### config.mk
export PLATFORM = sky130hd
export DESIGN_NAME = can_bit_timing_flat
export DESIGN_NICKNAME = d
export VERILOG_FILES = /design/src/rtl/can_pkg.sv /design/src/rtl/can_bit_timing_if.sv /design/src/rtl/can_rx_sync.sv /design/src/rtl/can_bit_timing.sv /design/src/flat_wrapper.sv
export SDC_FILE = /design/constraint.sdc
export NUM_CORES = 1
export LEC_CHECK = 0
export ABC_CLOCK_PERIOD_IN_PS = 5800
export CORE_AREA = 2 2 84 86
export CTS_CLUSTER_SIZE = 28
export DETAILED_ROUTE_END_ITERATION = 10
export DIE_AREA = 0 0 86 88
export PLACE_DENSITY = 0.63
export SLEW_MARGIN = 25
export SYNTH_ARGS = -nofsm -noshare
export SYNTH_HDL_FRONTEND = slang
export SYNTH_SLANG_ARGS = --single-unit
### constraint.sdc
create_clock -name clock -period 5.8 [get_ports clock]
set_input_delay 0.58 -clock clock [delete_from_list [all_inputs] [get_ports clock]]
set_output_delay 0.58 -clock clock [all_outputs]
set_load 0.01 [all_outputs]
### src/rtl/can_pkg.sv
// Shared types and constants for the CAN bit-timing generator.
package can_pkg;

    // Segment the current time quantum belongs to
    typedef enum logic [1:0] {
        SEG_SYNC = 2'd0,
        SEG_1    = 2'd1,
        SEG_2    = 2'd2
    } can_seg_t;

    localparam int unsigned PRESC_W   = 6;
    localparam int unsigned TQ_W      = 5;
    localparam logic        RECESSIVE = 1'b1;

    function automatic logic [TQ_W-1:0] min_tq(input logic [TQ_W-1:0] a,
                                               input logic [TQ_W-1:0] b);
        return (a < b) ? a : b;
    endfunction

endpackage

### src/rtl/can_bit_timing_if.sv
// Bus-side signals of the bit-timing generator: raw RX in, sample/sync strobes out.
interface can_bit_timing_if;
    logic RX;
    logic hard_sync_en;
    logic SP;
    logic sampled_bit;
    logic bit_start;
    logic resync_event;

    // Drives RX and hard-sync enable, consumes the timing strobes
    modport master (
        output RX,
        output hard_sync_en,
        input  SP,
        input  sampled_bit,
        input  bit_start,
        input  resync_event
    );

    // The bit-timing generator itself
    modport slave (
        input  RX,
        input  hard_sync_en,
        output SP,
        output sampled_bit,
        output bit_start,
        output resync_event
    );
endinterface

### src/rtl/can_rx_sync.sv
// Two-flop synchroniser for the asynchronous CAN RX line plus recessive->dominant
// edge detection on the synchronised value.
module can_rx_sync
    import can_pkg::*;
(
    input  logic clock,
    input  logic reset_n,
    input  logic rx_i,
    output logic rx_s_o,
    output logic edge_o
);

    // [0],[1] synchronise; [2] holds the previous synchronised value
    logic [2:0] sync_q, sync_d;

    // Shift the raw line through the chain
    always_comb begin
        sync_d = {sync_q[1:0], rx_i};
    end

    // Chain idles recessive so reset never produces a spurious edge
    always_ff @(posedge clock or negedge reset_n) begin
        if (!reset_n) begin
            sync_q <= {3{RECESSIVE}};
        end else begin
            sync_q <= sync_d;
        end
    end

    assign rx_s_o = sync_q[1];
    assign edge_o = sync_q[2] & ~sync_q[1];

endmodule

### src/rtl/can_bit_timing.sv
// CAN bit-timing / sample-point generator: prescaler, SYNC/SEG1/SEG2 sequencing,
// hard sync and SJW-limited resynchronisation, sample-point pulse and sampled bit.
module can_bit_timing
    import can_pkg::*;
#(
    parameter int unsigned BRP   = 4,
    parameter int unsigned TSEG1 = 5,
    parameter int unsigned TSEG2 = 2,
    parameter int unsigned SJW   = 1
) (
    input  logic              clock,
    input  logic              reset_n,
    can_bit_timing_if.slave   bus
);

    localparam logic [PRESC_W-1:0] PRESC_MAX = PRESC_W'(BRP - 1);
    localparam logic [TQ_W-1:0]    SEG1_NOM  = TQ_W'(TSEG1);
    localparam logic [TQ_W-1:0]    SEG2_NOM  = TQ_W'(TSEG2);
    localparam logic [TQ_W-1:0]    SJW_TQ    = TQ_W'(SJW);

    logic rx_s;
    logic fall_edge;

    can_rx_sync u_rx_sync (
        .clock   (clock),
        .reset_n (reset_n),
        .rx_i    (bus.RX),
        .rx_s_o  (rx_s),
        .edge_o  (fall_edge)
    );

    can_seg_t            seg_q, seg_d;
    logic [PRESC_W-1:0]  presc_q, presc_d;
    logic [TQ_W-1:0]     tq_q, tq_d;
    logic [TQ_W-1:0]     seg1_len_q, seg1_len_d;
    logic [TQ_W-1:0]     seg2_len_q, seg2_len_d;
    logic                synced_q, synced_d;
    logic                sp_done_q, sp_done_d;
    logic                sp_q, sp_d;
    logic                bit_start_q, bit_start_d;
    logic                resync_q, resync_d;
    logic                sampled_q, sampled_d;

    logic                tick;
    logic                restart;
    logic                resync;
    logic                handled;
    logic                wrap;
    logic                entering_sync;
    logic [TQ_W-1:0]     rem;
    logic [TQ_W-1:0]     seg1_len_n;
    logic [TQ_W-1:0]     seg2_len_n;

    // Edge handling, segment sequencing and next values of the registered strobes
    always_comb begin
        tick       = (presc_q == PRESC_MAX);
        rem        = seg2_len_q - tq_q;
        seg1_len_n = seg1_len_q;
        seg2_len_n = seg2_len_q;
        restart    = 1'b0;
        resync     = 1'b0;
        handled    = 1'b0;

        if (fall_edge && bus.hard_sync_en) begin
            restart = 1'b1;
            resync  = 1'b1;
            handled = 1'b1;
        end else if (fall_edge && !synced_q) begin
            // Edge in SYNC_SEG has zero phase error: only marks the bit as synced
            handled = 1'b1;
            case (seg_q)
                SEG_1: begin
                    seg1_len_n = SEG1_NOM + min_tq(tq_q + 1'b1, SJW_TQ);
                    resync     = 1'b1;
                end
                SEG_2: begin
                    resync = 1'b1;
                    if (rem <= SJW_TQ) begin
                        restart = 1'b1;
                    end else begin
                        seg2_len_n = seg2_len_q - SJW_TQ;
                    end
                end
                default: ;
            endcase
        end

        presc_d = tick ? '0 : presc_q + 1'b1;
        seg_d   = seg_q;
        tq_d    = tq_q;
        wrap    = 1'b0;
        if (tick) begin
            case (seg_q)
                SEG_SYNC: begin
                    seg_d = SEG_1;
                    tq_d  = '0;
                end
                SEG_1: begin
                    if (tq_q == seg1_len_n - 1'b1) begin
                        seg_d = SEG_2;
                        tq_d  = '0;
                    end else begin
                        tq_d = tq_q + 1'b1;
                    end
                end
                SEG_2: begin
                    if (tq_q == seg2_len_n - 1'b1) begin
                        seg_d = SEG_SYNC;
                        tq_d  = '0;
                        wrap  = 1'b1;
                    end else begin
                        tq_d = tq_q + 1'b1;
                    end
                end
                default: begin
                    seg_d = SEG_SYNC;
                    tq_d  = '0;
                end
            endcase
        end

        if (restart) begin
            seg_d   = SEG_SYNC;
            presc_d = '0;
            tq_d    = '0;
        end

        entering_sync = restart | wrap;
        seg1_len_d    = entering_sync ? SEG1_NOM : seg1_len_n;
        seg2_len_d    = entering_sync ? SEG2_NOM : seg2_len_n;

        // A late edge on the sample clock stretches SEG1; sp_done stops a second SP
        sp_done_d   = entering_sync ? 1'b0 : (sp_done_q | sp_q);
        sp_d        = (seg_d == SEG_1) && (presc_d == PRESC_MAX) &&
                      (tq_d == seg1_len_d - 1'b1) && !(sp_done_q | sp_q);
        bit_start_d = entering_sync;
        resync_d    = resync;
        synced_d    = handled ? 1'b1 : (sp_q ? 1'b0 : synced_q);
        sampled_d   = sp_q ? rx_s : sampled_q;
    end

    // All timing state and registered outputs
    always_ff @(posedge clock or negedge reset_n) begin
        if (!reset_n) begin
            seg_q       <= SEG_SYNC;
            presc_q     <= '0;
            tq_q        <= '0;
            seg1_len_q  <= SEG1_NOM;
            seg2_len_q  <= SEG2_NOM;
            synced_q    <= 1'b0;
            sp_done_q   <= 1'b0;
            sp_q        <= 1'b0;
            bit_start_q <= 1'b0;
            resync_q    <= 1'b0;
            sampled_q   <= RECESSIVE;
        end else begin
            seg_q       <= seg_d;
            presc_q     <= presc_d;
            tq_q        <= tq_d;
            seg1_len_q  <= seg1_len_d;
            seg2_len_q  <= seg2_len_d;
            synced_q    <= synced_d;
            sp_done_q   <= sp_done_d;
            sp_q        <= sp_d;
            bit_start_q <= bit_start_d;
            resync_q    <= resync_d;
            sampled_q   <= sampled_d;
        end
    end

    assign bus.SP           = sp_q;
    assign bus.sampled_bit  = sampled_q;
    assign bus.bit_start    = bit_start_q;
    assign bus.resync_event = resync_q;

endmodule

### src/flat_wrapper.sv
// flat-port wrapper written by rule: the top's interface ports become plain ports
module can_bit_timing_flat import can_pkg::*;
#(
    parameter int unsigned BRP   = 4,
    parameter int unsigned TSEG1 = 5,
    parameter int unsigned TSEG2 = 2,
    parameter int unsigned SJW   = 1
)
  (clock, reset_n, bus_RX, bus_hard_sync_en, bus_SP, bus_sampled_bit, bus_bit_start, bus_resync_event);
  can_bit_timing_if bus_i ();
  input  logic clock;
  input  logic reset_n;
  input wire logic [$bits(bus_i.RX)-1:0] bus_RX;
  input wire logic [$bits(bus_i.hard_sync_en)-1:0] bus_hard_sync_en;
  output wire logic [$bits(bus_i.SP)-1:0] bus_SP;
  output wire logic [$bits(bus_i.sampled_bit)-1:0] bus_sampled_bit;
  output wire logic [$bits(bus_i.bit_start)-1:0] bus_bit_start;
  output wire logic [$bits(bus_i.resync_event)-1:0] bus_resync_event;
  assign bus_i.RX = bus_RX;
  assign bus_i.hard_sync_en = bus_hard_sync_en;
  assign bus_SP = bus_i.SP;
  assign bus_sampled_bit = bus_i.sampled_bit;
  assign bus_bit_start = bus_i.bit_start;
  assign bus_resync_event = bus_i.resync_event;
  can_bit_timing #(.BRP(BRP), .TSEG1(TSEG1), .TSEG2(TSEG2), .SJW(SJW)) u_core (.clock(clock), .reset_n(reset_n), .bus(bus_i));
endmodule
**Word level (Yosys, flattened, before mapping)**

Index checks and enable logic that the tools add are counted.

- Register bits: 32
- Output and inout bits: 4
- Logic and storage cells: 81
- Input bits: 4

- Order comparisons: 2
- Equality and inequality tests: 8
- Multiplexer cells: 37
- Bitwise logic cells: 4
- Add/sub/neg operators: 8
- Reduce and logical (&&, ||, !) cells: 10

Operator list:

| cell | number |
|---|---|
| two-way mux 5 bit | 14 |
| subtractor 5 x 1 -> 5 bit, second input constant | 4 |
| equality test 5 bit | 3 |
| two-way mux 1 bit | 15 |
| equality test 6 x 2 -> 1 bit, second input constant | 2 |
| two-way mux 6 bit | 2 |
| one-hot mux 5 bit (2 select lines) | 1 |
| two-way mux 2 bit | 4 |
| adder 6 x 1 -> 6 bit, second input constant | 1 |
| one-hot mux 2 bit (3 select lines) | 1 |
| adder 3 x 5 -> 5 bit, first input constant | 1 |
| adder 5 x 1 -> 5 bit, second input constant | 1 |
| <= comparator 5 x 1 -> 1 bit, second input constant | 1 |
| logical AND 1 bit | 5 |
| less-than comparator 5 x 1 -> 1 bit, second input constant | 1 |
| subtractor 5 bit | 1 |
| equality test 2 x 1 -> 1 bit, second input constant | 2 |
| equality test 2 bit, second input constant | 1 |
| zero test 1 bit | 2 |
| zero test 2 bit | 1 |
| OR 1 bit | 2 |
| nonzero test 2 bit | 1 |
| OR reduction 2 bit | 1 |
| AND 1 bit | 1 |
| inverter 1 bit | 1 |

**Longest topological paths before layout**

- Depth in word-level cells: 17
- Mapped depth: 25
- Gate-level depth less buffers: 24

**Modules after synthesis**

Synthesis repeated with hierarchy kept, for this count alone.

- Cell total of the unflattened synthesis: 282
- Area, all modules: 2600.0 µm²

Modules (own cells, without submodules):

| module | sequential area each (µm²) | cells each | area each (µm²) | times used |
|---|---|---|---|---|
| can_bit_timing | 730.7 | 278 | 2507.4 | 1 |
| can_rx_sync | 78.8 | 4 | 92.6 | 1 |

**Worst setup path before layout**

No wires, ideal clock.

- Path kind: flip-flop to flip-flop
- Start point: register u_core.seg2_len_q[0]
- End point: register u_core.sp_q, in the netlist u_core.bus.SP
- Setup slack: 848 ps
- Data arrival time: 4810 ps
- Data required time: 5658 ps
- Stages on the path, launching flop included: 25
- Path buffers: 1
- Setup time: 142 ps
- Clock period less this slack: 4952 ps
- Cells stage by stage: dfrtp_1 -> inv_1 -> ha_1 -> inv_1 -> fa_1 -> xor2_1 -> a2111oi_4 -> o22ai_1 -> nand2_1 -> nor2_1 -> a21oi_1 -> ha_1 -> xor2_1 -> o2111ai_1 -> o32ai_1 -> or3_1 -> buf_1 -> or2_2 -> ha_1 -> inv_1 -> or3_1 -> o311ai_0 -> nor3_1 -> a211oi_1 -> a2111oi_2

- Word-level cells in the longest chain between the ends: 17
- Elaborated cells on any way between the ends: 34
- Those cells by class: 4 x add/sub; 1 x order compare; 4 x eq/ne; 21 x mux; 1 x bitwise; 3 x reduce/logical

RTL lines:

| what | RTL line | source |
|---|---|---|
| start: declaration | can_bit_timing.sv:36 | `logic [TQ_W-1:0] seg2_len_q, seg2_len_d;` |
| start signal: assignment | can_bit_timing.sv:161 | `seg2_len_q <= seg2_len_d;` |
| subtractor 5 bit | can_bit_timing.sv:57 | `rem = seg2_len_q - tq_q;` |
| <= comparator 5 x 1 -> 1 bit | can_bit_timing.sv:78 | `if (rem <= SJW_TQ) begin` |
| two-way mux 5 bit | can_bit_timing.sv:78 |  |
| two-way mux 5 bit | can_bit_timing.sv:71 | `case (seg_q)` |
| two-way mux 5 bit | can_bit_timing.sv:68 | `end else if (fall_edge && !synced_q) begin` |
| two-way mux 5 bit | can_bit_timing.sv:64 | `if (fall_edge && bus.hard_sync_en) begin` |
| subtractor 5 x 1 -> 5 bit | can_bit_timing.sv:107 | `if (tq_q == seg2_len_n - 1'b1) begin` |
| equality test 5 bit | can_bit_timing.sv:107 |  |
| [3 not listed] | -- |  |
| OR 1 bit (*) | can_bit_timing.sv:128 | `entering_sync = restart \| wrap;` |
| via u_core.bit_start_d | can_bit_timing.sv:40 | `logic bit_start_q, bit_start_d;` |
| two-way mux 5 bit (*) | can_bit_timing.sv:129 | `seg1_len_d = entering_sync ? SEG1_NOM : seg1_len_n;` |
| subtractor 5 x 1 -> 5 bit (*) | can_bit_timing.sv:135 | `(tq_d == seg1_len_d - 1'b1) && !(sp_done_q \| sp_q);` |
| equality test 5 bit (*) | can_bit_timing.sv:135 |  |
| logical AND 1 bit (*) | can_bit_timing.sv:134 | `sp_d = (seg_d == SEG_1) && (presc_d == PRESC_MAX) &&` |
| logical AND 1 bit (*) | can_bit_timing.sv:135 |  |
| via u_core.sp_d | can_bit_timing.sv:39 | `logic sp_q, sp_d;` |
| end signal: assignment | can_bit_timing.sv:164 | `sp_q <= sp_d;` |
| end: declaration | can_bit_timing.sv:39 |  |

The timed path passes the listed nets; every way through them passes the cells marked *.
A chain may end at the register's enable or synchronous reset.

**Final worst setup path**

- Start point: register u_core.seg2_len_q[0]
- End point: register u_core.sp_q, in the netlist u_core.bus.SP

- Word-level cells in the longest chain between the ends: 17
- Elaborated cells on any way between the ends: 34
- Those cells by class: 4 x add/sub; 1 x order compare; 4 x eq/ne; 21 x mux; 1 x bitwise; 3 x reduce/logical

RTL lines:

| what | RTL line | source |
|---|---|---|
| subtractor 5 bit | can_bit_timing.sv:57 |  |
| <= comparator 5 x 1 -> 1 bit | can_bit_timing.sv:78 |  |
| two-way mux 5 bit | can_bit_timing.sv:78 |  |
| two-way mux 5 bit | can_bit_timing.sv:71 |  |
| two-way mux 5 bit | can_bit_timing.sv:68 |  |
| two-way mux 5 bit | can_bit_timing.sv:64 |  |
| subtractor 5 x 1 -> 5 bit | can_bit_timing.sv:107 |  |
| equality test 5 bit | can_bit_timing.sv:107 |  |
| [3 not listed] | -- |  |
| OR 1 bit (*) | can_bit_timing.sv:128 |  |
| two-way mux 5 bit (*) | can_bit_timing.sv:129 |  |
| via u_core.seg1_len_d[0] | can_bit_timing.sv:35 | `logic [TQ_W-1:0] seg1_len_q, seg1_len_d;` |
| subtractor 5 x 1 -> 5 bit (*) | can_bit_timing.sv:135 |  |
| equality test 5 bit (*) | can_bit_timing.sv:135 |  |
| logical AND 1 bit (*) | can_bit_timing.sv:134 |  |
| logical AND 1 bit (*) | can_bit_timing.sv:135 |  |
| via u_core.sp_d | can_bit_timing.sv:39 |  |

Marks and branches as above.

==> reports/results.tsv <==
stage	metric	value	unit
run_status	status	complete, no violations	
global_route	GR Overflow Total	0	
floorplan	die width	86	um
power_and_ir_drop	Cell Pwr Density	237	mW/mm2
cells_and_area	Area Overhead vs Synth	9.17	%
cts	CTS root buf	clkbuf_8	
logic_synthesis	FFs w/ async S/R, synth	100	%
logic_synthesis	Syn Std Cell Area	0.00259	mm2
detailed_routing	DRT antenna net count	0	
timing	final-report hold violation count	0	
global_route	number of global-route vias before repair	2036	
logic_synthesis	synthesized flop and latch total	32	
cells_and_area	ant diodes	0	
floorplan	core area	0.00664	mm2
logic_synthesis	most frequent cell after synthesis	nand2_1	
cts	clock latency on the worst-skew pair	290	ps
global_route	initial antenna violation count	0	
cts	clk slew on worst S/H paths	80	ps
logic_synthesis	top cells by area, synth	dfrtp_1 24%, ha_1 7.2%, dfstp_2 7.1%	
logic_synthesis	cells after synthesis	296	
detailed_routing	DRT iter0 DRCs	128	
detailed_routing	Pre-antenna DRT Iters	4	
logic_synthesis	syn nets	316	
logic_synthesis	share of the synthesized area in the top cell type	24.1	%
cts	CTS tree	yes	
timing	slew margin rel.	50.5	%
timing	Final TNS setup	0	ps
place	dpl hpwl	4570	um
detailed_routing	Via density	5.50	
timing	Tmin final	5300	ps
timing	Final Max Slew Viols	0	
timing	Final Cycle Share	91.4	%
detailed_routing	drc violations	0	
critical_path	maximum fanout along the worst path	9	
critical_path	CP Class	reg -> reg	
critical_path	crit start category	flop	
cells_and_area	Finished Layout Cells	384	
floorplan	Die Ht	88	um
worst_hold_path	hold_sp	u_core.u_rx_sync.sync_q[0]	
floorplan	Die Area	0.00757	mm2
floorplan	io pins	8	
critical_path	R2R setup slack	500	ps
cts	Num Clock Sinks	32	
detailed_routing	wire per inst	15.5	um
place	GPL Wtd Cong	0.891	
logic_synthesis	dominant cell type by area after synthesis	dfrtp_1	
run	MaxCap Viol Count	0	
cts	Post CTS Setup Buffer Count	0	
global_route	first-pass GRT wire length	9950	um
cells_and_area	FF/Latch Area	811	um2
power_and_ir_drop	Lkg Pwr	1.20	nW
logic_synthesis	Post-synth EDFFs	0	
critical_path	crit path DAT	5480	ps
logic_synthesis	Main synth FF type	dfrtp_1	
worst_hold_path	Hold/Removal Path Class	reg -> reg	
timing	RSZ-0062 raised after global routing	no	
detailed_routing	via count	2111	
logic_synthesis	Seq/Total Area, Yosys	31.2	%
global_route	gr usage total	16.9	%
critical_path	reg2reg start	u_core.seg2_len_q[0]	
cells_and_area	share of layout cells above drive strength 1	13.2	%
place	Port Buffer Count	7	
cells_and_area	fill count	664	
logic_synthesis	most frequent cells after synthesis	31 x nand2_1, 30 x nor2_1, 25 x dfrtp_1	
floorplan	Rows	30	
timing	maximum clock frequency	189	MHz
critical_path	CP startpoint	u_core.seg2_len_q[0]	
logic_synthesis	post-synthesis cell type count	71	
logic_synthesis	Yosys warnings	0	
cells_and_area	Layout Nets	323	
cts	CTS max path bufs	2	
power_and_ir_drop	Max VDD drop	0.000202	V
timing	Final setup viols	0	
global_route	largest net degree at the start of global routing	33	
cts	CTS buffer count	5	
detailed_routing	final wirelength	5970	um
cells_and_area	area occupied by multi-input gates	0.00166	mm2
critical_path	crit end category	flop	
place	Inst Count DP	376	
cts	number of H-tree levels	2	
logic_synthesis	syn_area_per_cell	8.76	um2
timing	Clock Skew	6.12	ps
floorplan	starting density of the core	39.0	%
timing	Slew @ Worst Pin	741	ps
critical_path	CP Data Required Time	5980	ps
[registers in the layout (all words and copies together) (netlist names)]
signal	flops
u_core.presc_q	6
u_core.seg1_len_q	5
u_core.seg2_len_q	5
u_core.tq_q	5
u_core.u_rx_sync.sync_q	3
u_core.seg_q	2
u_core.bus.SP	1
u_core.bus.bit_start	1
u_core.bus.resync_event	1
u_core.bus.sampled_bit	1
u_core.sp_done_q	1
u_core.synced_q	1
[metrics by stage]
step | cell area, um2 | utilization [%] | setup WS, ps | power (mW) | hold WS, ps
floorplan | 2590 | - | 848 | 0.439 | 284
global placement | 2730 | 41.1 | 656 | 0.490 | 347
detailed placement | 2730 | 41.1 | 351 | 0.491 | 349
CTS | 2820 | 42.5 | 331 | 0.677 | 361
global route | 2830 | 42.6 | 33.4 | 0.721 | 367
finish | 2830 | 42.6 | 500 | 0.671 | 359
[final cells by class]
| cell class | instances | area share (%) |
|---|---|---|
| clock buffers | 5 | 2.43 |
| clock inverters | 3 | 0.840 |
| inverters | 17 | 2.25 |
| multi-input cells | 235 | 58.5 |
| flip-flops and latches | 32 | 28.6 |
| well taps | 80 | 3.54 |
| repair buffers | 12 | 3.80 |
[cell families (layout without fill, tap and decap cells)]
kind of cell             count (synthesis)  in the layout  synth area share, %
other                                    1              1                0.145
buffers and inverters                   29             37                 5.12
flip-flops                              32             32                 31.2
adder cells (fa/ha/maj)                 16             16                 8.01
multiplexers                             4              4                 1.64
AND/OR/NAND/NOR                        121            121                 24.5
AO/OA/AOI/OAI                           65             65                 19.1
XOR/XNOR                                28             28                 10.3
[cell usage in the layout (no fill, tap or decap), drive strengths merged, types with 3 or more instances in the layout]
master | Yosys | layout
a2111oi | 3 | 3
a211oi | 4 | 4
a21oi | 16 | 16
and2 | 4 | 4
buf | 8 | 5
clkbuf | 4 | 5
clkdlybuf4s50 | 0 | 7
dfrtp | 25 | 25
dfstp | 7 | 7
ha | 15 | 15
inv | 17 | 17
nand2 | 31 | 31
nand2b | 5 | 5
nand3 | 12 | 12
nand4 | 3 | 3
nor2 | 30 | 30
nor3 | 11 | 11
nor3b | 3 | 3
o2111ai | 4 | 4
o211ai | 5 | 5
o21ai | 9 | 9
o22ai | 3 | 3
o31ai | 3 | 3
o32ai | 3 | 3
or2 | 5 | 5
or3 | 6 | 6
xnor2 | 14 | 14
xor2 | 13 | 13
[worst max-delay path: stages, from the launching register on]
cell and delay (ps):
dfrtp_1 420, inv_1 130, ha_1 170, inv_1 50, fa_1 420, xor2_1 210, a2111oi_4 440, o22ai_1 230
nand2_1 150, nor2_1 50, a21oi_1 180, ha_1 280, xor2_1 290, o2111ai_1 220, o32ai_1 310, or3_4 240
nand2b_4 150, inv_1 40, ha_1 270, inv_1 90, or3_1 100, o311ai_0 110, nor3_1 320, a211oi_1 110
a2111oi_2 220
[layer usage]
layer	vias up	track usage, %	part of all wire (%)
met3	7	2.92	2.1
li1	1069	-	-
met1	1013	22.2	48
met4	0	5.34	1.5
met2	22	28.4	48
met5	-	0	0
[final timing paths]
path                                         endpoint  cells past startpoint
max reg2reg                             u_core.bus.SP                     24
min in group asynchronous        u_core.seg1_len_q[3]                      2
min reg2reg                u_core.u_rx_sync.sync_q[1]                      0
min                        u_core.u_rx_sync.sync_q[1]                      0
max in group asynchronous      u_core.bus.sampled_bit                      2
max                                     u_core.bus.SP                     24
[power breakdown]
part | internal [mW] | switching (mW) | total, mW
combinational | 0.0849 | 0.125 | 0.210
clock | 0.0850 | 0.0966 | 0.182
sequential | 0.249 | 0.0305 | 0.279
[what timing repair did]
action / CTS / global route
hold buffers: 0 / 0
resized for setup: 0 / 2
endpoints found under the hold margin: 0 / 0
endpoints found under the setup margin: 0 / 1
(Power assumes the default switching activity.)
==> patch: new RTL, same flow settings <==
Encoding of `can_seg_t`: now one-hot (3 bits for 3 values).
--- a/src/rtl/can_pkg.sv
+++ b/src/rtl/can_pkg.sv
@@ -3,8 +3,8 @@
 
     // Segment the current time quantum belongs to
-    typedef enum logic [1:0] {
-        SEG_SYNC = 2'd0,
-        SEG_1    = 2'd1,
-        SEG_2    = 2'd2
+    typedef enum logic [2:0] {
+        SEG_SYNC = 3'b001,
+        SEG_1    = 3'b010,
+        SEG_2    = 3'b100
     } can_seg_t;
 
Behaviour: same outputs for any inputs over 10 cycles, from zero or initial values and one cycle with reset_n low; not proved beyond that.
==> patch against the unedited design <==
  * Sequential power up 9.7%
  * Synthesized area decreased by 5.4%
  * Via count fell by 4.3%
  * Worst setup slack gained 91 ps
  * Total power grew 16%
  * Combinational power grew 45%
  * Critical path depth down 2
  * Wire length down 6.3%
  * Die area unchanged
  * Cell area is 5.0% lower
  * Sequential cell count rose by 1
  * Largest power group unchanged
==> patch: results (changes against the unedited design) <==
Global route
  – Met1 Usage GRT: 21.00% (-1.1 points)
  – Largest net degree at the start of global routing: 34 (+3.0%)
  – First-pass GRT wire length: 9411 um (-5.4%)
  – Number of global-route vias before repair: 1,875 (-7.9%)
  – Total GRT Usage: 16.19% (-0.69 points)
  – Met2 Track Usage GR: 27.34% (-1.1 points)
  – Initial antenna violation count: 0 (unchanged)
  – Met3 GRT Util: 2.262% (-0.66 points)

Place
  – Final HPWL DP: 4326 um (-5.2%)
  – I/O Buffers: 7 (unchanged)
  – Inst Count DP: 352 (-6.4%)
  – Placed Area: 2596 um^2 (-4.9%)
  – Routability cong.: 0.8783 (-1.4%)

Critical path
  – R2R depth: 22 (-8.3%)
  – Crit-path max FO: 9 (unchanged)
  – Crit-path max cell delay: 560 ps (+120 ps)
  – Worst R2R Setup Slack: 590 ps (+90 ps)
  – Critical Path AT: 5410 ps (-70 ps)
  – Reg2reg end: u_core.bus.SP
  – RR Startpoint: u_core.tq_q[1]
  – Setup CP Type: register to register
  – Crit-path slowest cell: dfrtp_1

Route
  – Drt first pass iters: 4 (unchanged)
  – 1st-iter DRT viols: 136 (+6.3%)
  – Via count: 2,020 (-4.3%)
  – Routed wl met3: 184 um (+48%)
  – Vias per inst: 5.611 (+2.1%)
  – Total wire length: 5594 um (-6.3%)
  – Metal2 WL: 2711 um (-6.1%)
  – Met1 wire length: 2579 um (-10%)

Hold path
  – Worst hold endpoint: u_core.u_rx_sync.sync_q[1]
  – HP Start: u_core.u_rx_sync.sync_q[0]
  – Hold Path Stages: 0 (unchanged)
  – Worst Hold Class: register to register

CTS
  – Clk slew on worst S/H paths: 70 ps
  – Clk Latency, worst-skew pair: 290 ps (about the same)
  – Total CTS buffers: 5 (unchanged)
  – Postcts setup bufs: 0 (unchanged)
  – H-tree depth: 2 (unchanged)

Power and ir drop
  – Clk pwr share: 21.4% (-5.7 points)
  – Internal power: 464.7 uW (+11%)
  – IR drop worst, VDD: 188.9 uV (-6.4%)
  – Leak: 1.146 nW (-4.3%)
  – Sequential power share: 39.4% (-2.2 points)

Logic synthesis
  – Sequential share of the synthesized area: 34.06% (+2.8 points)
  – Synth top area cells: dfrtp_1, dfstp_2, xnor2_1, ha_1, nor2_1
  – Synth warn: 0 (unchanged)
  – Syn nets: 289 (-8.5%)
  – Async SR Flop Fraction: 100.0% (unchanged)
  – Mapped Avg Cell Area: 8.988 um^2 (+2.6%)
  – Unique masters post-synth: 69 (-2.8%)
  – Post-synth top cells: nor2_1, dfrtp_1, nand2_1, xnor2_1, a21oi_1

Layout
  – Share of cells above drive strength 1: 13.93% (+0.77 points)
  – ANT cells: 0 (unchanged)
  – Layout Nets: 295 (-8.7%)
  – Max FFs per register: 6 (unchanged)

Timing
  – Skew final: 6.366 ps (+0.2414 ps)
  – Worst Tran Pin Value: 553.0 ps (-188.0 ps)

Run status
  – Outcome: complete, no violations
==> patch: kinds of logic after synthesis <==
kind of cell,after synthesis,synth area share (%)
AND/OR/NAND/NOR,102,22.54
AO/OA/AOI/OAI,67,20.40
flip-flops,33,34.06
XOR/XNOR,29,10.66
buffers and inverters,26,4.487
adder cells (fa/ha/maj),12,6.425
multiplexers,3,1.275
other,1,0.1528
==> patch: repair_timing <==
item	CTS	global route
setup endpoints to repair	0	1
gates resized for setup	0	2
endpoints found under the hold margin	0	0
hold buffers	0	0
==> patch: metrics by stage <==
step | worst slack [ps] | hold slack (ps) | power [mW] | util [%]
3_3_place_gp | 525.7 | 347.2 | 0.6028 | 39.08
3_5_place_dp | 421.3 | 348.1 | 0.6055 | 39.08
6_report | 590.4 | 356.7 | 0.7763 | 40.49
5_1_grt | 112.0 | 359.6 | 0.8331 | 40.49
4_1_cts | 511.3 | 358.1 | 0.7757 | 40.32
2_1_floorplan | 1291 | 284.4 | 0.5288 | -
==> patch: how the worst max path moves through the flow <==
stage,depth (start not counted),slack [ps],endpoint
floorplan,23,1290,u_core.bus.SP
global placement,21,530,u_core.bus.SP
detailed placement,21,420,u_core.bus.SP
CTS,25,510,u_core.bus.SP
global route,22,110,u_core.bus.SP
finish,22,590,u_core.bus.SP
==> patch: worst register-to-register path: cells and delay by family (launching register included) <==
family | cells | cell delay [ps]
adders and majority gates | 3 | 910
buffers and inverters | 1 | 200
AOI/OAI and AO/OA | 8 | 1940
DFF | 1 | 560
xor gates and xnor gates | 3 | 600
and+or+nand+nor | 7 | 890
==> patch: final cells by class <==
class | instances | area, um^2
fill | 656 | 3954
clock inverter | 2 | 10.01
timing repair buffer | 11 | 100.1
sequential | 33 | 835.8
tap | 80 | 100.1
multi-input combinational | 214 | 1519
inverter | 14 | 52.55
clock buffer | 6 | 72.57
